===== config.mk =====
export PLATFORM = sky130hd
export DESIGN_NAME = uart_baud_gen
export DESIGN_NICKNAME = d
export VERILOG_FILES = /design/src/rtl/uart_baud_pkg.sv /design/src/rtl/uart_nco.sv /design/src/rtl/uart_baud_gen.sv
export SDC_FILE = /design/constraint.sdc
export NUM_CORES = 1
export LEC_CHECK = 0
export CELL_PAD_IN_SITES_DETAIL_PLACEMENT = 0
export CELL_PAD_IN_SITES_GLOBAL_PLACEMENT = 2
export CORE_MARGIN = 2
export CORE_UTILIZATION = 42
export DETAILED_ROUTE_END_ITERATION = 10
export PLACE_DENSITY = 0.92
export SKIP_LAST_GASP = 1
export SLEW_MARGIN = 20
export SYNTH_ARGS = -nofsm -noshare
export SYNTH_HDL_FRONTEND = slang
export SYNTH_SLANG_ARGS = --single-unit

===== constraint.sdc =====
create_clock -name clk -period 3.5 [get_ports clk]
set_input_delay 0.35 -clock clk [delete_from_list [all_inputs] [get_ports clk]]
set_output_delay 0.35 -clock clk [all_outputs]
set_load 0.05 [all_outputs]

===== src/rtl/uart_baud_pkg.sv =====
// ---------------------------------------------------------------------------
// uart_baud_pkg
// Shared definitions for the UART baud/oversample tick generator:
//   state_t    FSM encoding (IDLE / ARM / RUN)
//   baud_rate  baud_sel (0..7) -> baud rate in bit/s
//   calc_inc   phase increment = round(baud * os * 2^acc_w / clk_hz)
//   rate_err   selected rate cannot be produced (baud * os >= clk_hz / 2)
// ---------------------------------------------------------------------------
package uart_baud_pkg;

   typedef enum logic [1:0] {
      IDLE = 2'd0,
      ARM  = 2'd1,
      RUN  = 2'd2
   } state_t;

   function automatic longint unsigned baud_rate(input logic [2:0] sel);
      longint unsigned b;
      case (sel)
         3'd0:    b = 64'd9600;
         3'd1:    b = 64'd19200;
         3'd2:    b = 64'd38400;
         3'd3:    b = 64'd57600;
         3'd4:    b = 64'd115200;
         3'd5:    b = 64'd230400;
         3'd6:    b = 64'd460800;
         default: b = 64'd921600;
      endcase
      return b;
   endfunction

   // Rounded to nearest so the long-run rate error stays below half an LSB.
   function automatic longint unsigned calc_inc(input longint unsigned baud,
                                                input longint unsigned os,
                                                input int unsigned acc_w,
                                                input longint unsigned clk_hz);
      return (((baud * os) << acc_w) + (clk_hz / 2)) / clk_hz;
   endfunction

   function automatic logic rate_err(input longint unsigned baud,
                                     input longint unsigned os,
                                     input longint unsigned clk_hz);
      return (baud * os) >= (clk_hz / 2);
   endfunction

endpackage


===== src/rtl/uart_nco.sv =====
// ---------------------------------------------------------------------------
// uart_nco
// Phase accumulator. Each enabled cycle adds inc to acc (mod 2^ACC_W); the
// carry out of that add is presented combinationally on carry so the parent
// can register it together with the strobes derived from it.
// Ports:
//   clk    in  system clock
//   rst    in  asynchronous active-high reset (acc -> 0)
//   inc    in  phase increment
//   clear  in  force acc to 0 this cycle (dominates run)
//   run    in  accumulate this cycle
//   carry  out accumulator overflows at the coming edge
// ---------------------------------------------------------------------------
module uart_nco #(
   parameter int ACC_W = 24
) (
   input  logic             clk,
   input  logic             rst,
   input  logic [ACC_W-1:0] inc,
   input  logic             clear,
   input  logic             run,
   output logic             carry
);

   logic [ACC_W-1:0] acc;
   logic [ACC_W:0]   sum;

   assign sum   = {1'b0, acc} + {1'b0, inc};
   assign carry = run & ~clear & sum[ACC_W];

   always_ff @(posedge clk or posedge rst) begin
      if (rst) begin
         acc <= '0;
      end else if (clear) begin
         acc <= '0;
      end else if (run) begin
         acc <= sum[ACC_W-1:0];
      end
   end

endmodule


===== src/rtl/uart_baud_gen.sv =====
// ---------------------------------------------------------------------------
// uart_baud_gen
// Runtime-selectable UART tick generator. An NCO produces os_tick at
// OVERSAMPLE x baud; os_cnt divides it down to a mid-bit sample_tick and an
// end-of-bit bit_tick. All three strobes are registered and coincident.
// Ports:
//   clk          in  system clock
//   rst          in  asynchronous active-high reset
//   en           in  run request (low = idle, counters held at 0)
//   baud_sel     in  rate select 0..7 (9600 .. 921600), latched in ARM only
//   resync       in  realign phase to now (honoured in RUN only)
//   os_tick      out oversample tick
//   sample_tick  out bit-centre strobe
//   bit_tick     out bit-boundary strobe
//   busy         out FSM in ARM or RUN
//   cfg_err      out latched rate is unreachable at CLK_HZ
// ---------------------------------------------------------------------------
module uart_baud_gen
   import uart_baud_pkg::*;
#(
   parameter int          CLK_HZ      = 25_000_000,
   parameter int          ACC_W       = 24,
   parameter int          OVERSAMPLE  = 16,
   parameter logic [2:0]  DEFAULT_SEL = 3'd4
) (
   input  logic       clk,
   input  logic       rst,
   input  logic       en,
   input  logic [2:0] baud_sel,
   input  logic       resync,
   output logic       os_tick,
   output logic       sample_tick,
   output logic       bit_tick,
   output logic       busy,
   output logic       cfg_err
);

   localparam int CNT_W = $clog2(OVERSAMPLE);
   localparam logic [CNT_W-1:0] CNT_HALF_M1 = CNT_W'(OVERSAMPLE / 2 - 1);
   localparam logic [CNT_W-1:0] CNT_LAST    = CNT_W'(OVERSAMPLE - 1);

   function automatic logic [8*ACC_W-1:0] build_inc();
      logic [8*ACC_W-1:0] t;
      t = '0;
      for (int i = 0; i < 8; i++) begin
         t[i*ACC_W +: ACC_W] = ACC_W'(calc_inc(baud_rate(3'(i)), 64'(OVERSAMPLE),
                                               ACC_W, 64'(CLK_HZ)));
      end
      return t;
   endfunction

   function automatic logic [7:0] build_err();
      logic [7:0] t;
      t = '0;
      for (int i = 0; i < 8; i++) begin
         t[i] = rate_err(baud_rate(3'(i)), 64'(OVERSAMPLE), 64'(CLK_HZ));
      end
      return t;
   endfunction

   localparam logic [8*ACC_W-1:0] INC_TABLE = build_inc();
   localparam logic [7:0]         ERR_TABLE = build_err();

   state_t           state, state_nxt;
   logic [2:0]       sel_q;
   logic [ACC_W-1:0] inc_q;
   logic [CNT_W-1:0] os_cnt;
   logic             nco_clear;
   logic             nco_run;
   logic             carry;

   uart_nco #(.ACC_W(ACC_W)) u_nco (
      .clk   (clk),
      .rst   (rst),
      .inc   (inc_q),
      .clear (nco_clear),
      .run   (nco_run),
      .carry (carry)
   );

   // Next state plus NCO control. Anything other than a clean RUN cycle
   // (en high, no resync) clears the phase, so leaving RUN or realigning
   // can never emit a tick on that edge.
   always_comb begin
      state_nxt = state;
      nco_clear = 1'b1;
      nco_run   = 1'b0;
      case (state)
         IDLE: begin
            if (en) state_nxt = ARM;
         end
         ARM: begin
            state_nxt = en ? RUN : IDLE;
         end
         RUN: begin
            if (!en) begin
               state_nxt = IDLE;
            end else if (!resync) begin
               nco_clear = 1'b0;
               // inc_q is already 0 for an illegal rate; gating run as well
               // keeps the strobes dead even if the table entry were nonzero.
               nco_run   = ~ERR_TABLE[sel_q];
            end
         end
         default: state_nxt = IDLE;
      endcase
   end

   always_ff @(posedge clk or posedge rst) begin
      if (rst) begin
         state       <= IDLE;
         sel_q       <= DEFAULT_SEL;
         inc_q       <= '0;
         cfg_err     <= 1'b0;
         os_cnt      <= '0;
         os_tick     <= 1'b0;
         sample_tick <= 1'b0;
         bit_tick    <= 1'b0;
      end else begin
         state       <= state_nxt;
         os_tick     <= carry;
         sample_tick <= carry && (os_cnt == CNT_HALF_M1);
         bit_tick    <= carry && (os_cnt == CNT_LAST);

         if (state == ARM) begin
            sel_q   <= baud_sel;
            inc_q   <= ERR_TABLE[baud_sel] ? '0 : INC_TABLE[baud_sel*ACC_W +: ACC_W];
            cfg_err <= ERR_TABLE[baud_sel];
         end

         if (nco_clear) begin
            os_cnt <= '0;
         end else if (carry) begin
            os_cnt <= (os_cnt == CNT_LAST) ? '0 : os_cnt + CNT_W'(1);
         end
      end
   end

   assign busy = (state != IDLE);

endmodule


==> out/metrics.cfg, run 1 <==
[outcome]
status = finished clean

[sta]
final-hold-violation-count = 0
setup_viol = 0
fin_setup_tns_ns = 0
fmaxAchievable_mhz = 386
clock_skew_ns = 0.00904
slew_headroom_pct = 47.7
period_share_pct = 73.9
drv_slew = 0
min_period_ns = 2.59
tightest_slew_ns = 0.785
rsz0062_at_grt = false

[cells_and_area]
fill_cells = 844
final_area_mm2 = 0.00414
syn2layout_area_growth_pct = 12.7
fin_util_pct = 48.2
final_layout_size_suffix_gt1_share_pct = 9.35
n_antenna_cell = 0
nets = 461
layout.cells.non_filler = 536

[synth]
synth_area_leaders = dfrtp_1 (39%), ha_1 (10%), nand2_1 (6.4%), a21oi_1 (5.3%), o21ai_0 (4.8%)
synth_compound_area_share_pct = 23.0
synth_top_area_share_pct = 39.5
ys_seq_area_share_pct = 40.2
synth_xor_xnor_area_share_pct = 3.10
synth.area.mux_share_pct = 1.40
yosys_warnings = 0
syn_inst = 410
synth_top_family_by_area = compound AO/OA/AOI/OAI gates
syn_nets = 448
ys_types = 55
yosysTopAreaCell = dfrtp_1
synth_seq_cells = 59
synth_fa_ha_area_share_pct = 10.8
syn-cell-area_mm2 = 0.00368
synth_edf_count = 0
synth_simple_gate_area_share_pct = 18.8
synth-main-ff-cell = dfrtp_1
avgSynthCellArea_um2 = 8.97
synth-async-reset-ratio_pct = 100

[worst_setup_path]
cp_cell_sequence = ha_1 -> fa_1 -> a211oi_1 -> o211ai_2 -> nand3_2 -> o31ai_4 -> a31o_1 -> and4b_2 -> nor3_2
slowest_delay_ns = 0.43
cp_top_family = compound AO/OA/AOI/OAI gates
critical_path_class = reg -> reg
critPathSlowestCell = fa_1
worst_setup_path_end_kind = flip-flop
cp.arrival_ns = 2.85
critPathLaunchType = flip-flop
required_ns = 3.77
critical_path_buf_inv_count = 0
critPathMaxFanout = 9

[cts]
cts-buffers-inserted = 9
cts_sinks = 59
htreeDepth = 3
clkLatencyLatePin_ns = 0.34
cts_setup_buffers = 0
ctsLongestPathBuffers = 2
cts_root_buf = clkbuf_8
cts-resized-gates = 0
ctsHoldBuffers = 0
clk_pin_slew_ns = 0.08
cts_tree = built

[pwr]
leakage_uw = 0.00193
power_density_mw_per_mm2 = 517
sw_frac_of_total_pct = 31.8
clkPwrFrac_pct = 36.9
p_int_uw = 1460
p_total_uw = 2140
pwr-share-comb_pct = 23.7
irDropWorstVdd_uv = 274
seqPwrFrac_pct = 39.4
power.switching_uw = 680

[grt]
grt_pass1_vias = 2917
grt_pass1_wl_mm = 14.9
grt_max_degree = 35
grtUsageTotal_pct = 19.6
grt-ovfl-total = 0
antenna_found_initial = 0

[routing]
drt-pass1-iter-count = 4
num_vias = 2991
initialDrtViolationCount = 96
drt-total-wl_mm = 8.81
drc_errors = 0
wl_met1_mm = 4.53
antenna_left = 0
met3WireLength_um = 268
routed.top_layer = met4
routed_via_density = 5.58
wire_per_inst_um = 16.4
wl_met2_mm = 3.85

[place]
placed_area_mm2 = 0.00389
gp_congestion = 0.834
dp.cells = 520
dpl.hpwl_mm = 6.38
numPortBuffers = 11

[floorplan]
initial_core_util_pct = 42.8
num_rows = 34
ioPinCount = 12
core_area_mm2 = 0.00859
die_area_mm2 = 0.00952
die_w_um = 97.6
die_y_um = 97.6

[run]
max_cap_violations = 0

[hold_path]
hold_path.class = in -> async

routing by layer:
layer,vias to the layer above,global-route usage [%]
met1,1431,29.1
met3,12,2.81
met5,-,0
met4,0,6.94
li1,1509,-
met2,39,29.3
power by group through the flow:
stage                     sequential, uW  clock [uW]  combinational [uW]
final                                843         791                 507
after global routing                 855         837                 578
after CTS                            843         804                 510
after detailed placement             855           0                 504
after global placement               853           0                 503
after floorplan                      833           0                 391
registers in the layout, summed over array words and instances, names as in the netlist:
register,count
u_nco.acc,24
inc_q,22
os_cnt,4
sel_q,3
state,2
bit_tick,1
cfg_err,1
os_tick,1
sample_tick,1
Yosys cell counts (5+ instances only):
master    number
dfrtp_1       58
inv_1          9
a21oi_1       39
a211oi_1      12
clkbuf_1      11
nand2_1       63
o21bai_1       5
a31oi_1        5
nor3_1         6
ha_1          30
xor2_1         6
o21ai_0       35
nor2_1        32
nand2b_1       5
xnor2_1        7
a21o_1        13
nand3_1       17
cells by family after synthesis:
family / count (synthesis)
fa+ha+maj: 31
xor+xnor: 13
simple gates: 147
mux: 5
flops: 59
buf+inv: 23
compound gates: 132
layout make-up:
| cell class | count | area (um^2) | share of cell area (%) |
|---|---|---|---|
| Sequential cell | 59 | 1480 | 35.7 |
| Timing Repair Buffer | 16 | 148 | 3.56 |
| Inverter | 9 | 33.8 | 0.816 |
| Clock inverter | 6 | 113 | 2.72 |
| Tap cell | 108 | 135 | 3.26 |
| Multi-Input combinational cell | 328 | 2100 | 50.6 |
| Clock buffer | 10 | 138 | 3.32 |
stage by stage:
step	setup WS (ns)	hold slack (ns)
floorplan	1.13	0.453
finish	0.913	0.459
global placement	0.971	0.474
global route	0.750	0.523
detailed placement	0.932	0.489
CTS	0.912	0.489
final timing paths:
path	endpoint	from	slack, ns	cells past startpoint
max in group asynchronous	sel_q[2]	rst	2.28	3
min reg2reg	inc_q[5]	inc_q[5]	0.50	2
max	os_cnt[3]	inc_q[7]	0.91	9
min in group clk	inc_q[5]	inc_q[5]	0.50	2
min	u_nco.acc[9]	rst	0.46	2
max reg2reg	os_cnt[3]	inc_q[7]	0.91	9
cells in the final DEF (no fill, tap or decap), types with 10 or more instances in the layout:
cell	synthesis	layout
clkbuf_8	0	10
clkdlybuf4s50_1	0	11
dfrtp_1	58	58
a21o_1	13	13
nand2_1	63	63
nor2_1	32	32
ha_1	30	30
o21ai_0	35	35
a211oi_1	12	12
nand3_1	17	17
a21oi_1	39	39
No activity file was read; power rests on OpenSTA's default activity.
==> run 2: changes to the inputs <==
--- a/config.mk
+++ b/config.mk
@@ -8,9 +8,9 @@
 export CELL_PAD_IN_SITES_DETAIL_PLACEMENT = 0
 export CELL_PAD_IN_SITES_GLOBAL_PLACEMENT = 2
 export CORE_MARGIN = 2
-export CORE_UTILIZATION = 42
+export CORE_UTILIZATION = 39
 export DETAILED_ROUTE_END_ITERATION = 10
-export PLACE_DENSITY = 0.92
+export PLACE_DENSITY = 0.87
 export SKIP_LAST_GASP = 1
 export SLEW_MARGIN = 20
 export SYNTH_ARGS = -nofsm -noshare
==> constraint.sdc (replaced) <==
create_clock -name clk -period 2.7 [get_ports clk]
set_input_delay 0.27 -clock clk [delete_from_list [all_inputs] [get_ports clk]]
set_output_delay 0.27 -clock clk [all_outputs]
set_load 0.05 [all_outputs]
==> run 2 against run 1 <==
  * Sequential power grew 29%
  * Clock skew grew 0.0073 ns
  * Cell area is essentially flat
  * Sequential share of layout area is essentially flat
  * Worst hold slack lost 0.15 ns
  * Worst setup slack lost 0.67 ns
  * Total power grew 25%
  * Maximum frequency grew 5.5%
  * Die area grew 7.4%
  * Utilization shrank 3.1 points
  * Critical path type unchanged
  * Largest cell class unchanged
==> out/metrics.cfg, run 2 (same netlist as run 1, synthesis figures left out) <==
[cells_and_area]
layout_common_cells = nand2_1 (63), dfrtp_1 (58), a21oi_1 (39)  ; unchanged
final_layout_size_suffix_gt1_share_pct = 10.2  ; was 9.35%
nets = 463  ; was 461
n_antenna_cell = 0  ; unchanged
fin_util_pct = 45.0  ; was 48.2%
layout_commonest_cell = nand2_1  ; unchanged
syn2layout_area_growth_pct = 12.7  ; about the same
final_area_mm2 = 0.00414  ; about the same
largestRegisters = u_nco.acc (24), inc_q (22), os_cnt (4)  ; unchanged
largest_reg_flops = 24  ; unchanged
fill_cells = 925  ; was 844
top_register = u_nco.acc  ; unchanged

[sta]
clock_skew_ns = 0.0164  ; was 0.00904 ns
drv_slew = 0  ; unchanged
setup_viol = 0  ; unchanged
period_share_pct = 90.9  ; was 73.9%
tightest_slew_ns = 0.603  ; was 0.785 ns
fin_setup_tns_ns = 0  ; unchanged
fmaxAchievable_mhz = 408  ; was 386 MHz
min_period_ns = 2.45  ; was 2.59 ns
slew_headroom_pct = 59.7  ; was 47.7%
rsz0062_at_grt = false  ; unchanged
final-hold-violation-count = 0  ; unchanged

[floorplan]
num_rows = 35  ; was 34
core_area_mm2 = 0.00920  ; was 0.00859 mm^2
die_w_um = 101  ; was 97.6 um
die_y_um = 101  ; was 97.6 um
initial_core_util_pct = 40.0  ; was 42.8%
die_area_mm2 = 0.0102  ; was 0.00952 mm^2
ioPinCount = 12  ; unchanged

[routing]
drt-total-wl_mm = 8.91  ; was 8.81 mm
drc_errors = 0  ; unchanged
wire_per_inst_um = 16.5  ; was 16.4 um
num_vias = 3010  ; was 2991
initialDrtViolationCount = 149  ; was 96
drt-pass1-iter-count = 5  ; was 4
routed_via_density = 5.56  ; was 5.58
antenna_left = 0  ; unchanged

[worst_setup_path]
worst_setup_path_end_kind = flip-flop  ; unchanged
critPathLaunchType = flip-flop  ; unchanged
required_ns = 2.97  ; was 3.77 ns
cp.arrival_ns = 2.72  ; was 2.85 ns
rr_worst_depth = 9  ; unchanged
critical_path_class = reg -> reg  ; unchanged
critPathMaxFanout = 9  ; unchanged

[place]
gp_congestion = 0.835  ; was 0.834
placed_area_mm2 = 0.00392  ; was 0.00389 mm^2
dpl.hpwl_mm = 6.51  ; was 6.38 mm
numPortBuffers = 11  ; unchanged

[cts]
cts_root_buf = clkbuf_8  ; unchanged
htreeDepth = 3  ; unchanged
cts_sinks = 59  ; unchanged
clkLatencyLatePin_ns = 0.35  ; was 0.34 ns
ctsLongestPathBuffers = 2  ; unchanged
cts_tree = built  ; unchanged
clk_pin_slew_ns = 0.09  ; was 0.08 ns
cts-buffers-inserted = 9  ; unchanged
cts_setup_buffers = 0  ; unchanged

[grt]
grtUsageTotal_pct = 18.8  ; was 19.6%
grt-ovfl-total = 0  ; unchanged
antenna_found_initial = 0  ; unchanged
grt_pass1_vias = 2932  ; was 2917
grt_max_degree = 50  ; was 35
grt_pass1_wl_mm = 14.8  ; was 14.9 mm

[pwr]
leakage_uw = 0.00193  ; about the same
irDropWorstVdd_uv = 293  ; was 274 uV
power_density_mw_per_mm2 = 644  ; was 517 mW/mm^2

[hold_path]
hold_path.class = in -> async  ; unchanged

[run]
max_cap_violations = 0  ; unchanged

[outcome]
status = finished clean  ; unchanged

==> run 2: changes by cell type in the layout (fill, tap and decap cells not counted), sizes merged <==
cell	previous run	this run
bufinv	3	2
clkbuf	10	9
buf	5	7
clkinvlp	0	1
inv	9	10
==> run 2: stage by stage <==
stage	std cells	power, uW	hold slack, ns	setup WS [ns]
CTS	541	2690	0.331	0.101
finish	541	2670	0.308	0.247
floorplan	410	1590	0.409	0.333
detailed placement	525	1770	0.477	0.130
global placement	525	1760	0.468	0.184
global route	541	2820	0.358	0.0866
==> run 2: where the power goes <==
part / internal (uW) / switching [uW] / total, uW
sequential: 1000 / 86.8 / 1090
combinational: 255 / 411 / 666
clock: 518 / 394 / 912
==> run 2: worst paths after layout <==
check | start | endpoint | slack [ns]
hold reg to reg | inc_q[8] | inc_q[8] | 0.49
hold / removal | rst | u_nco.acc[19] | 0.31
setup / recovery | inc_q[7] | os_cnt[3] | 0.25
setup reg to reg | inc_q[7] | os_cnt[3] | 0.25
min in group clk | inc_q[8] | inc_q[8] | 0.49
max in group asynchronous | rst | u_nco.acc[7] | 1.80
==> run 2: cell type report <==
type / instances / area, um^2 / share of cell area (%)
Clock buffer: 9 / 124 / 2.99
Clock inverter: 7 / 91.3 / 2.20
Inverter: 9 / 33.8 / 0.815
Multi-Input combinational cell: 328 / 2100 / 50.7
Sequential cell: 59 / 1480 / 35.7
Tap cell: 111 / 139 / 3.35
Timing Repair Buffer: 18 / 175 / 4.23
==> run 2: routing by layer <==
| layer | track usage [%] | vias up | routed length [um] |
|---|---|---|---|
| met1 | 27.2 | 1437 | 4500 |
| li1 | - | 1511 | - |
| met4 | 7.38 | 0 | 155 |
| met2 | 28.3 | 50 | 3960 |
| met5 | 0 | - | 0 |
| met3 | 2.70 | 12 | 301 |
==> run 2: repair_timing <==
item / 4_1_cts / 5_1_grt
resized for setup: 0 / 2
hold buffers: 0 / 0
endpoints found under the setup margin: 0 / 1
==> run 2: critical path: stages (launching register included) <==
cell      delay [ns]
dfrtp_1         0.40
ha_1            0.24
fa_1            0.44
a211oi_2        0.26
o211ai_2        0.16
nand3_2         0.11
o31ai_4         0.10
a31o_2          0.32
and4b_2         0.24
nor3_2          0.10
==> run 3: changes to the inputs <==
--- a/config.mk
+++ b/config.mk
@@ -7,7 +7,6 @@
 export LEC_CHECK = 0
 export CELL_PAD_IN_SITES_DETAIL_PLACEMENT = 0
 export CELL_PAD_IN_SITES_GLOBAL_PLACEMENT = 2
-export CORE_MARGIN = 2
 export CORE_UTILIZATION = 39
 export DETAILED_ROUTE_END_ITERATION = 10
 export PLACE_DENSITY = 0.87
==> constraint.sdc (replaced) <==
create_clock -name clk -period 2.6 [get_ports clk]
set_input_delay 0.26 -clock clk [delete_from_list [all_inputs] [get_ports clk]]
set_output_delay 0.26 -clock clk [all_outputs]
set_load 0.05 [all_outputs]
==> run 3 against run 2 <==
  * Clock power shrank 7.1%
  * Flip-flop and latch count is the same
  * Via count grew 0.33%
  * Worst setup slack lost 0.082 ns
  * Routed wire length grew 2.1%
  * Count of clock-buffer cells in the layout is the same
  * Largest cell class unchanged
  * Global-route usage grew 1.7 points
  * Register-to-register slack lost 0.08 ns
==> out/metrics.cfg, run 3 (same netlist as run 1, synthesis figures left out) <==
[worst_setup_path]
worst_setup_path_end_kind = flip-flop  ; unchanged
r2r_slack_ns = 0.16  ; was 0.25 ns
critical_path_class = reg -> reg  ; unchanged
cp.arrival_ns = 2.68  ; was 2.72 ns
crit_start = inc_q[7]  ; unchanged
critPathMaxFanout = 9  ; unchanged
rr_worst_depth = 9  ; unchanged
rr_startpoint = inc_q[7]  ; unchanged
required_ns = 2.85  ; was 2.97 ns
critPathLaunchType = flip-flop  ; unchanged
timing.rr.end = os_cnt[3]  ; unchanged

[cts]
cts-buffers-inserted = 9  ; unchanged
cts_tree = built  ; unchanged
ctsLongestPathBuffers = 2  ; unchanged
clk_pin_slew_ns = 0.08  ; was 0.09 ns
cts_root_buf = clkbuf_8  ; unchanged
clkLatencyLatePin_ns = 0.35  ; about the same
cts_sinks = 59  ; unchanged
htreeDepth = 3  ; unchanged
ctsHoldBuffers = 0  ; unchanged

[sta]
slew_headroom_pct = 58.2  ; was 59.7%
tightest_slew_ns = 0.627  ; was 0.603 ns
setup_viol = 0  ; unchanged
period_share_pct = 93.7  ; was 90.9%
drv_slew = 0  ; unchanged
rsz0062_at_grt = false  ; unchanged
fin_setup_tns_ns = 0  ; unchanged
final-hold-violation-count = 0  ; unchanged
clock_skew_ns = 0.0138  ; was 0.0164 ns
worst_slack_ns = 0.165  ; was 0.247 ns
fmaxAchievable_mhz = 411  ; was 408 MHz
min_period_ns = 2.44  ; was 2.45 ns

[cells_and_area]
largest_reg_flops = 24  ; unchanged
fill_cells = 924  ; was 925
largestRegisters = u_nco.acc (24), inc_q (22), os_cnt (4)  ; unchanged
nets = 465  ; was 463
syn2layout_area_growth_pct = 12.6  ; was 12.7%
fin_util_pct = 45.0  ; about the same
multi_input_area_mm2 = 0.00211  ; was 0.00210 mm^2
n_antenna_cell = 0  ; unchanged
layout_commonest_cell = nand2_1  ; unchanged
top_register = u_nco.acc  ; unchanged
ff_latch_area_mm2 = 0.00148  ; unchanged
layout_common_cells = nand2_1 (63), dfrtp_1 (58), a21oi_1 (39)  ; unchanged
final_layout_size_suffix_gt1_share_pct = 10.9  ; was 10.2%

[routing]
drc_errors = 0  ; unchanged
initialDrtViolationCount = 109  ; was 149
drt-pass1-iter-count = 4  ; was 5
num_vias = 3020  ; was 3010
wire_per_inst_um = 16.8  ; was 16.5 um
antenna_left = 0  ; unchanged
routed_via_density = 5.56  ; about the same
drt-total-wl_mm = 9.10  ; was 8.91 mm

[floorplan]
ioPinCount = 12  ; unchanged
initial_core_util_pct = 40.0  ; unchanged
core_area_mm2 = 0.00920  ; unchanged
die_w_um = 99.1  ; was 101 um
num_rows = 35  ; unchanged
die_area_mm2 = 0.00982  ; was 0.0102 mm^2
die_y_um = 99.1  ; was 101 um

[pwr]
power.switching_uw = 931  ; was 891 uW
seqPwrFrac_pct = 42.4  ; was 40.8%
sw_frac_of_total_pct = 34.8  ; was 33.4%
p_total_uw = 2680  ; was 2670 uW
clkPwrFrac_pct = 31.6  ; was 34.2%
power_density_mw_per_mm2 = 646  ; was 644 mW/mm^2
irDropWorstVdd_uv = 332  ; was 293 uV
p_int_uw = 1740  ; was 1770 uW
pwr-share-comb_pct = 26.0  ; was 25.0%
leakage_uw = 0.00193  ; about the same

[grt]
grt_max_degree = 51  ; was 50
grt_pass1_vias = 3041  ; was 2932
grt_pass1_wl_mm = 15.4  ; was 14.8 mm
grt-ovfl-total = 0  ; unchanged
antenna_found_initial = 0  ; unchanged
grtUsageTotal_pct = 20.5  ; was 18.8%

[place]
gp_congestion = 0.855  ; was 0.835
numPortBuffers = 11  ; unchanged
dpl.hpwl_mm = 6.63  ; was 6.51 mm
preCtsSetupSlack_ns = 0.0759  ; was 0.130 ns

[hold_path]
hold_path.class = in -> async  ; unchanged

[outcome]
status = finished clean  ; unchanged

[run]
max_cap_violations = 0  ; unchanged

## run 3: cell count changes in the layout (fill, tap and decap cells not counted)
cell        before  now
clkinv_4         0    1
inv_6            1    0
bufinv_16        2    1
a211oi_1        11   10
clkinvlp_4       1    2
a211oi_2         1    2
buf_4            6    8
## run 3: cell type report
cell class / count / area share, %
multi-input cells: 328 / 50.9
inverters: 9 / 0.816
clock inverters: 7 / 1.66
well taps: 111 / 3.35
repair buffers: 20 / 4.59
flip-flops and latches: 59 / 35.7
clock buffers: 9 / 2.99
## run 3: worst max-delay path: stages (launching register included)
cell and delay [ns]:
dfrtp_1 0.41, ha_1 0.26, fa_1 0.43, a211oi_2 0.25, o211ai_2 0.15, nand3_2 0.12, o31ai_4 0.10, a31o_2 0.32
a41oi_4 0.23, nor3_2 0.06
## run 3: power by group through the flow
stage	clock [uW]	combinational, uW	sequential [uW]
after floorplan	0	526	1120
after global placement	0	685	1150
after detailed placement	0	687	1150
after CTS	867	692	1130
after global routing	907	793	1150
final	847	695	1130
## run 3: layer usage
metal  vias up  part of all wire, %  GRT usage, %
li1       1522                    -             -
met1      1431                   50          28.6
met2        55                   45          31.8
met3        12                  4.2          3.90
met4         0                  1.6          7.47
met5         -                    0             0
## run 3: worst max-delay path by stage
stage          depth (start not counted)  slack (ns)        end
6_report                               9        0.16  os_cnt[3]
5_1_grt                                9       0.008  os_cnt[3]
4_1_cts                                9        0.07  os_cnt[3]
3_5_place_dp                           9        0.08  os_cnt[3]
3_3_place_gp                           9        0.13  os_cnt[3]
2_1_floorplan                         10        0.23  os_cnt[3]
## run 3: timing repair
item / 4_1_cts / 5_1_grt
resized for setup: 0 / 3
endpoints found under the setup margin: 0 / 6
buffers inserted: 0 / 0
## run 3: stage by stage
stage	instance area, um^2	std cells	hold slack, ns
after floorplan	3680	410	0.399
after global placement	3940	527	0.469
after detailed placement	3940	527	0.475
after CTS	4130	543	0.305
after global routing	4140	543	0.325
final	4140	543	0.287
